$ cat src/rtl/lfsr_scrambler_pkg.sv
// lfsr_scrambler_pkg
//   Definitions shared by the scrambler transmitter and the descrambler
//   receiver: default polynomial/seed, the LFSR next-state function and the
//   receiver frame-state encoding.
package lfsr_scrambler_pkg;

  // x^7 + x^6 + 1, loaded with all ones at frame start
  localparam logic [6:0] DEF_POLY = 7'h60;
  localparam logic [6:0] DEF_SEED = 7'h7F;

  typedef enum logic [0:0] {
    IDLE  = 1'b0,
    SHIFT = 1'b1
  } rx_state_e;

  // Left-shift LFSR step; the feedback bit is the XOR of the tapped bits.
  // Operands are zero-extended to 32 bits, so the caller keeps its low
  // LFSR_W bits of the result.
  function automatic logic [31:0] lfsr_next(input logic [31:0] state,
                                            input logic [31:0] poly);
    return {state[30:0], ^(state & poly)};
  endfunction

endpackage

$ cat src/rtl/lfsr_keystream.sv
// lfsr_keystream
//   Keystream generator shared by the transmitter and the receiver.
//   Ports:
//     clk, rst  - clock, asynchronous active-high reset (lfsr <= SEED)
//     load_i    - treat the LFSR as SEED for the bit being processed
//     adv_i     - a bit is processed this cycle; step the LFSR
//     k_o       - keystream bit for the current bit (MSB of the LFSR)
module lfsr_keystream
  import lfsr_scrambler_pkg::*;
#(
  parameter int               LFSR_W = 7,
  parameter logic [LFSR_W-1:0] POLY  = DEF_POLY,
  parameter logic [LFSR_W-1:0] SEED  = DEF_SEED
) (
  input  logic clk,
  input  logic rst,
  input  logic load_i,
  input  logic adv_i,
  output logic k_o
);

  logic [LFSR_W-1:0] lfsr_q;
  logic [LFSR_W-1:0] lfsr_d;
  logic [LFSR_W-1:0] cur_s;

  // Current LFSR value; a load substitutes SEED for this very bit
  always_comb begin
    if (load_i) begin
      cur_s = SEED;
    end else begin
      cur_s = lfsr_q;
    end
  end

  assign k_o = cur_s[LFSR_W-1];

  // Next LFSR state: step from the (possibly reseeded) current value
  always_comb begin
    lfsr_d = lfsr_q;
    if (adv_i) begin
      lfsr_d = LFSR_W'(lfsr_next(32'(cur_s), 32'(POLY)));
    end else begin
      lfsr_d = lfsr_q;
    end
  end

  // LFSR register
  always_ff @(posedge clk or posedge rst) begin
    if (rst) begin
      lfsr_q <= SEED;
    end else begin
      lfsr_q <= lfsr_d;
    end
  end

endmodule

$ cat src/rtl/lfsr_descrambler_rx.sv
// lfsr_descrambler_rx
//   Receive-side descrambler: regenerates the LFSR keystream, recovers
//   x = z ^ k, deserializes LSB-first into DATA_W-bit words and presents them
//   on a registered valid/ready output.
//   Ports:
//     clk, rst            - clock, asynchronous active-high reset
//     in_valid/in_bit     - scrambled serial input, always accepted
//     in_sync             - with in_valid: this bit is bit 0 of a new frame
//     out_valid/out_data  - recovered word, held until out_ready
//     out_ready           - consumer accepts the word
//     overflow            - sticky: a completed word was dropped
//     parity_err          - sticky parity mismatch (0 unless parity enabled)
//   Build option: define LFSR_DESCRAMBLER_PARITY_EN to expect one scrambled
//   even-parity bit after every word.
module lfsr_descrambler_rx
  import lfsr_scrambler_pkg::*;
#(
  parameter int                DATA_W = 8,
  parameter int                LFSR_W = 7,
  parameter logic [LFSR_W-1:0] POLY   = DEF_POLY,
  parameter logic [LFSR_W-1:0] SEED   = DEF_SEED
) (
  input  logic              clk,
  input  logic              rst,
  input  logic              in_valid,
  input  logic              in_bit,
  input  logic              in_sync,
  output logic              out_valid,
  output logic [DATA_W-1:0] out_data,
  input  logic              out_ready,
  output logic              overflow,
  output logic              parity_err
);

  localparam int CNT_W = $clog2(DATA_W + 1);
`ifdef LFSR_DESCRAMBLER_PARITY_EN
  // Slot DATA_W carries the parity bit
  localparam logic [CNT_W-1:0] LAST_CNT = CNT_W'(DATA_W);
`else
  localparam logic [CNT_W-1:0] LAST_CNT = CNT_W'(DATA_W - 1);
`endif
  localparam logic [CNT_W-1:0] CNT_ONE = CNT_W'(1);

  rx_state_e         state_q, state_d;
  logic [CNT_W-1:0]  bit_cnt_q, bit_cnt_d;
  logic [DATA_W-1:0] shift_q, shift_d;
  logic              out_valid_q, out_valid_d;
  logic [DATA_W-1:0] out_data_q, out_data_d;
  logic              overflow_q, overflow_d;
  logic              parity_err_q, parity_err_d;

  logic              proc_s;
  logic              sync_s;
  logic              k_s;
  logic              d_s;
  logic              done_s;
  logic [CNT_W-1:0]  slot_s;
  logic [DATA_W-1:0] word_s;

  assign sync_s = in_valid & in_sync;
  // In IDLE only a sync bit is processed; in SHIFT every valid bit is
  assign proc_s = in_valid & (in_sync | (state_q == SHIFT));

  lfsr_keystream #(
    .LFSR_W (LFSR_W),
    .POLY   (POLY),
    .SEED   (SEED)
  ) u_keystream (
    .clk    (clk),
    .rst    (rst),
    .load_i (sync_s),
    .adv_i  (proc_s),
    .k_o    (k_s)
  );

  assign d_s = in_bit ^ k_s;

  // Bit position of the current bit and the word with that bit inserted;
  // a sync bit drops any partial word and lands at position 0
  always_comb begin
    slot_s = bit_cnt_q;
    word_s = shift_q;
    if (sync_s) begin
      slot_s = {CNT_W{1'b0}};
      word_s = {DATA_W{1'b0}};
    end else begin
      slot_s = bit_cnt_q;
      word_s = shift_q;
    end
    for (int i = 0; i < DATA_W; i++) begin
      if (slot_s == CNT_W'(i)) begin
        word_s[i] = d_s;
      end else begin
        word_s[i] = word_s[i];
      end
    end
  end

  assign done_s = proc_s & (slot_s == LAST_CNT);

  // Frame state, bit counter and deserializer
  always_comb begin
    state_d   = state_q;
    bit_cnt_d = bit_cnt_q;
    shift_d   = shift_q;
    if (sync_s) begin
      state_d = SHIFT;
    end else begin
      state_d = state_q;
    end
    if (done_s) begin
      // Counter wraps; the LFSR keeps running into the next word
      bit_cnt_d = {CNT_W{1'b0}};
      shift_d   = {DATA_W{1'b0}};
    end else if (proc_s) begin
      bit_cnt_d = slot_s + CNT_ONE;
      shift_d   = word_s;
    end else begin
      bit_cnt_d = bit_cnt_q;
      shift_d   = shift_q;
    end
  end

  // Output register, handshake and sticky flags
  always_comb begin
    out_valid_d  = out_valid_q;
    out_data_d   = out_data_q;
    overflow_d   = overflow_q;
    parity_err_d = parity_err_q;
    if (done_s) begin
      if (!out_valid_q || out_ready) begin
        out_valid_d = 1'b1;
        out_data_d  = word_s;
      end else begin
        overflow_d = 1'b1;
      end
    end else if (out_valid_q && out_ready) begin
      out_valid_d = 1'b0;
    end else begin
      out_valid_d = out_valid_q;
    end
`ifdef LFSR_DESCRAMBLER_PARITY_EN
    // On the parity slot word_s is the finished data word and d_s the
    // descrambled parity bit
    if (done_s && ((^word_s) != d_s)) begin
      parity_err_d = 1'b1;
    end else begin
      parity_err_d = parity_err_q;
    end
`else
    parity_err_d = 1'b0;
`endif
  end

  // State registers
  always_ff @(posedge clk or posedge rst) begin
    if (rst) begin
      state_q      <= IDLE;
      bit_cnt_q    <= {CNT_W{1'b0}};
      shift_q      <= {DATA_W{1'b0}};
      out_valid_q  <= 1'b0;
      out_data_q   <= {DATA_W{1'b0}};
      overflow_q   <= 1'b0;
      parity_err_q <= 1'b0;
    end else begin
      state_q      <= state_d;
      bit_cnt_q    <= bit_cnt_d;
      shift_q      <= shift_d;
      out_valid_q  <= out_valid_d;
      out_data_q   <= out_data_d;
      overflow_q   <= overflow_d;
      parity_err_q <= parity_err_d;
    end
  end

  assign out_valid  = out_valid_q;
  assign out_data   = out_data_q;
  assign overflow   = overflow_q;
  assign parity_err = parity_err_q;

endmodule

$ cat config.mk
export PLATFORM = sky130hd
export DESIGN_NAME = lfsr_descrambler_rx
export DESIGN_NICKNAME = d
export VERILOG_FILES = /design/src/rtl/lfsr_scrambler_pkg.sv /design/src/rtl/lfsr_keystream.sv /design/src/rtl/lfsr_descrambler_rx.sv
export SDC_FILE = /design/constraint.sdc
export NUM_CORES = 1
export LEC_CHECK = 0
export CAP_MARGIN = 20
export CORE_UTILIZATION = 40
export CTS_BUF_LIST = sky130_fd_sc_hd__clkbuf_2 sky130_fd_sc_hd__clkbuf_4 sky130_fd_sc_hd__clkbuf_8
export DETAILED_ROUTE_END_ITERATION = 10
export PLACE_DENSITY = 0.64
export RECOVER_POWER = 50
export SYNTH_ARGS = -nofsm -noshare
export SYNTH_HDL_FRONTEND = slang
export SYNTH_SLANG_ARGS = --single-unit
$ cat constraint.sdc
create_clock -name clk -period 1.8 [get_ports clk]
set_input_delay 0.45 -clock clk [delete_from_list [all_inputs] [get_ports clk]]
set_output_delay 0.45 -clock clk [all_outputs]
set_load 0.01 [all_outputs]
### After elaboration in Yosys (flattened, before gate mapping)

Index checks and enable logic that the tools add are counted.

* add/sub/neg operators: 1
* equality and inequality tests: 8
* muxes and demuxes: 18
* bitwise logic cells: 6
* reduce and logical (&&, ||, !) cells: 10

Operator list (count)
* 32-bit XOR reduction: 1
* 8-bit two-way mux: 3
* 4-bit by 3-bit equality test with 1-bit output (second input constant): 4
* 4-bit two-way mux: 3
* 1-bit two-way mux: 11
* 4-bit by 2-bit equality test with 1-bit output (second input constant): 2
* 7-bit two-way mux: 1
* 2-bit AND reduction: 3
* 4-bit by 1-bit adder with 4-bit output (second input constant): 1
* 4-bit by 1-bit equality test with 1-bit output (second input constant): 1
* 4-bit zero test: 1
* 2-bit nonzero test: 2
* 1-bit bitwise AND: 3
* 2-bit by 1-bit != test with 1-bit output (second input constant): 1
* 1-bit logical AND: 1
* 1-bit zero test: 1
* 1-bit logical OR: 1
* 1-bit NOT: 1
* 1-bit OR: 1
* 1-bit bitwise XOR: 1

* flip-flop bits (word level): 30
* word-level logic and storage cells: 50

### Longest topological paths before layout

* depth in word-level cells: 6
* depth in mapped cells: 8

### Modules after synthesis

Synthesis repeated with hierarchy kept, for this count alone.

* cells, all modules: 135
* area, all modules: 1462.7 um^2

Modules (own cells, without submodules)
* lfsr_descrambler_rx: instances 1, cells an instance 105, area an instance 1136.1 um^2
* lfsr_keystream: instances 1, cells an instance 30, area an instance 326.6 um^2

### Worst setup path after synthesis

No wires, ideal clock.

* path type: input port to flip-flop
* from: input in_valid
* to: register out_data_q[4], in the netlist out_data[4]
* library setup time: 0.123 ns
* arrival time: 1.485 ns
* setup slack: 0.192 ns
* stages on the path: 8
* buffers on the path: 2
* path through: buf_2 > nand2_1 > buf_2 > nand2_1 > ha_1 > nand3_1 > mux2i_1 > a21oi_1

* cells in the longest elaborated chain, start to end: 5

Ends and longest elaborated chain
* start, declared: RTL line lfsr_descrambler_rx.sv:25 `input logic in_valid,`
* 1-bit bitwise AND: RTL line lfsr_descrambler_rx.sv:60 `assign sync_s = in_valid & in_sync;`
* 4-bit two-way mux: RTL line lfsr_descrambler_rx.sv:83 `if (sync_s) begin`
* 4-bit by 3-bit equality test with 1-bit output: RTL line lfsr_descrambler_rx.sv:99 `assign done_s = proc_s & (slot_s == LAST_CNT);`
* 1-bit bitwise AND: RTL line lfsr_descrambler_rx.sv:99
* 2-bit AND reduction (no source line)
* end signal, assigned: RTL line lfsr_descrambler_rx.sv:162 `out_data_q <= {DATA_W{1'b0}};`
* end signal, assigned: RTL line lfsr_descrambler_rx.sv:170 `out_data_q <= out_data_d;`
* end, declared: RTL line lfsr_descrambler_rx.sv:48 `logic [DATA_W-1:0] out_data_q, out_data_d;`

Parallel ways exist; a longest one is shown, timed or not.
A chain may end at the register's enable or synchronous reset.

### Worst setup path after layout

* from: register out_valid_q, in the netlist out_valid
* to: output out_valid

RTL lines
* start, declared: RTL line lfsr_descrambler_rx.sv:47 `logic out_valid_q, out_valid_d;`
* start signal, assigned: RTL line lfsr_descrambler_rx.sv:169 `out_valid_q <= out_valid_d;`
* end, declared: RTL line lfsr_descrambler_rx.sv:28 `output logic out_valid,`

No word-level cell between the ends.

==> summary.txt <==
Synthesis
  • Synth Area in Compound Gates: 17.5%
  • Mean area per synthesized cell: 9.67 um^2
  • Asr flop ratio synth: 100%
  • Synth Instances: 147
  • Synth Area in XOR/XNOR: 1.23%
  • Unique masters post-synth: 34
  • Top post-synthesis cells by area: dfrtp_1, dfstp_2, nand2_1, a21oi_1, nor2_1
  • Ys flop type: dfrtp_1
  • Ys Warns: 0
  • Main combinational cell family by area after synthesis: simple AND/OR/NAND/NOR gates
  • Net count after synthesis: 154
  • Post-synth top area share: 38.7%
  • Synth Area in Simple Gates: 19.2%
  • Mux contribution to synthesized area: 2.29%
  • EDFF count, synth: 0
  • Synth Register Bits: 29
  • Post-synth design cell area: 0.00142 mm^2
  • Synth area leader: dfrtp_1
  • Adder-cell share of the synthesized area: 0.880%
  • Seq/Total Area, Yosys: 51.7%

Clock network
  • Root buffer selected by CTS: clkbuf_4
  • Clock tree buffer depth: 2
  • CTS tree: built
  • Number of buffers created by CTS: 5
  • Worst-Skew Late Latency: 0.32 ns
  • Depth of the CTS H-tree: 2
  • Clock sinks: 29
  • Reg clk slew, reported paths: 0.08 ns

Detailed routing
  • Via count: 1072
  • Antenna Violating Nets Remaining: 0
  • Number of detailed-route iterations in the first pass: 4
  • DRC: 0
  • Routed Wire Length: 2540 um
  • Initial DRC Count: 31
  • Routed WL per cell: 11.5 um
  • Post-DR vias/cell: 4.87

Hold path
  • Hold Path Sink: u_keystream.lfsr_q[0]
  • Hold Path Cell Cnt: 2
  • Hold path startpoint: u_keystream.lfsr_q[0]
  • Hold WC Path Type: reg2reg

Global routing
  • Initial antenna violation count: 0
  • Total track usage: 16.2%
  • Largest net degree at the start of global routing: 30
  • Vias in the first global route: 1037
  • Wire length of the first global-routing pass: 4440 um
  • GRT overflow: 0

Cells and area
  • Layout Nets: 180
  • Share of cells above drive strength 1: 21.3%
  • Area Growth Syn to Fin: 21.0%
  • Ant diodes: 0
  • Fillers: 345

Pwr
  • Power share of the clock group: 19.3%
  • Static Leak: 0.757 nW
  • Combinational Power Share: 32.2%
  • Peak supply drop: 0.510 mV
  • Switching portion of total power: 33.1%
  • Reg power frac: 48.5%
  • PwrDens: 1150 mW/mm^2
  • Int Pwr: 1.33 mW
  • Psw: 0.655 mW
  • Final Power: 1.98 mW

Critical path
  • R2r setup slk: 0.35 ns
  • Critical Path Fanout Max: 2
  • CP required: 1.35 ns
  • Critical path capture point type: output port
  • Critical path depth: 1
  • Reg-to-reg endpoint: out_data[6]
  • Crit start category: flop
  • Setup CP Type: reg2out
  • Worst r2r src: bit_cnt_q[0]
  • Arrival time at the worst endpoint: 1.22 ns
  • Crit-path cells: clkdlybuf4s50_1
  • Critical Path Max Stage Delay: 0.54 ns
  • CP delay by family, top: buffers and inverters
  • Worst reg2reg path depth: 5
  • CP bufs+invs: 1
  • CP max-delay cell: clkdlybuf4s50_1

Timing
  • Slew Limit Fails: 0
  • Post-layout min period: 1.67 ns
  • Worst slew pin tran: 0.690 ns
  • Final-report hold violation count: 0
  • RSZ-0062 raised after global routing: no
  • Final setup vio count: 0
  • Max Clock Freq: 600 MHz
  • Final period util: 92.6%
  • Worst setup margin: 0.133 ns
  • Slew HR: 54.0%
  • Layout Skew: 0.00569 ns

Place
  • HPWL after DPL: 1920 um
  • GP Congestion: 0.817
  • Input/output buffers: 15
  • Pre-CTS WS: -0.315 ns

Floorplanning
  • Die X: 61.6 um
  • Cell row count: 21
  • Initial Utilization: 42.3%
  • Core area: 0.00336 mm^2
  • I/O pin cnt: 17
  • Die Area: 0.00380 mm^2
  • Die height: 61.6 um

Run
  • Max Cap Viol: 0

Run status
  • Run status: completed
==> sequential cells by signal (all words and copies together) (netlist names) <==
register	count
u_keystream.lfsr_q	7
out_valid	1
shift_q	7
state_q	1
out_data	8
overflow	1
bit_cnt_q	4
==> layer usage <==
layer | wire [um] | up-vias | GRT usage (%)
li1 | - | 554 | -
met1 | 1210 | 497 | 20.6
met2 | 1200 | 17 | 25.7
met3 | 99 | 4 | 5.67
met4 | 27 | 0 | 5.71
met5 | 0 | - | 0
==> cells by family after synthesis <==
group	count (synthesis)
AOI/OAI and AO/OA	40
xor gates and xnor gates	2
adders and majority gates	1
buffers and inverters	19
DFF	29
muxes	3
other	1
and+or+nand+nor	52
==> cell usage in the layout (no fill, tap or decap), drive strengths merged, types with 3 or more instances in the layout <==
cell and n:
a21oi 15, nand2b 3, o21ai 7, inv 10
nand2 22, buf 11, o22ai 7, clkbuf 8
dfstp 7, dfrtp 22, nand3 5, nor2b 3
clkdlybuf4s50 13, nor2 13, a31oi 3
==> area by class of cell <==
class	instances	area, um^2	area share (%)
Sequential cell	29	734	42.7
Multi-Input combinational cell	99	588	34.2
Timing Repair Buffer	28	248	14.4
Tap cell	46	57.6	3.35
Clock buffer	6	45.0	2.62
Inverter	10	37.5	2.18
Clock inverter	2	10.0	0.582
==> per-stage QoR <==
step / hold WS, ns / cells / TNS (ns) / utilization (%) / area (um^2)
floorplan: 0.450 / 147 / 0 / - / 1420
detailed placement: 0.465 / 212 / -3.91 / 49.5 / 1670
global placement: 0.460 / 212 / -3.67 / 49.5 / 1670
CTS: 0.484 / 220 / 0 / 51.2 / 1720
global route: 0.506 / 220 / 0 / 51.2 / 1720
finish: 0.480 / 220 / 0 / 51.2 / 1720
==> repair_timing <==
action / 4_1_cts / 5_1_grt
endpoints found under the setup margin: 0 / 3
hold buffers: 0 / 0
setup buffers: 0 / 0
resized for setup: 0 / 1
==> synthesized netlist by cell type, types with 2 or more instances <==
cell type / number
nand2_1: 22
dfrtp_1: 22
o31ai_1: 2
dfstp_2: 7
buf_6: 2
inv_1: 10
buf_4: 2
o22ai_1: 7
and2_1: 2
nand2b_1: 3
a21oi_1: 12
o22a_1: 2
xnor2_1: 2
buf_2: 4
mux2_2: 2
a31oi_1: 3
nor2_1: 12
nand3_1: 5
a21oi_2: 3
o21ai_0: 7
nor2b_1: 3
==> worst reg2reg max path, cell delays in order (launching register included) <==
cell	delay (ns)
dfrtp_1	0.55
nand4b_2	0.22
nor3b_4	0.22
buf_4	0.22
nor2_1	0.06
a21oi_1	0.12
==> worst max-delay path by stage <==
stage	to	from	slack (ns)
floorplan	out_data[4]	in_valid	0.19
global route	shift_q[4]	in_sync	0.02
finish	out_valid	out_valid	0.13
detailed placement	shift_q[4]	in_valid	-0.32
global placement	shift_q[4]	in_valid	-0.27
CTS	shift_q[4]	in_valid	0.04
==> power groups by stage <==
stage          sequential, mW  clock [mW]  combinational, mW
2_1_floorplan           0.957           0              0.406
3_3_place_gp            0.964           0              0.630
3_5_place_dp            0.973           0              0.646
4_1_cts                 0.963       0.395              0.647
5_1_grt                 0.989       0.420              0.727
6_report                0.959       0.383              0.638
Power figures use the tool's default switching activity.
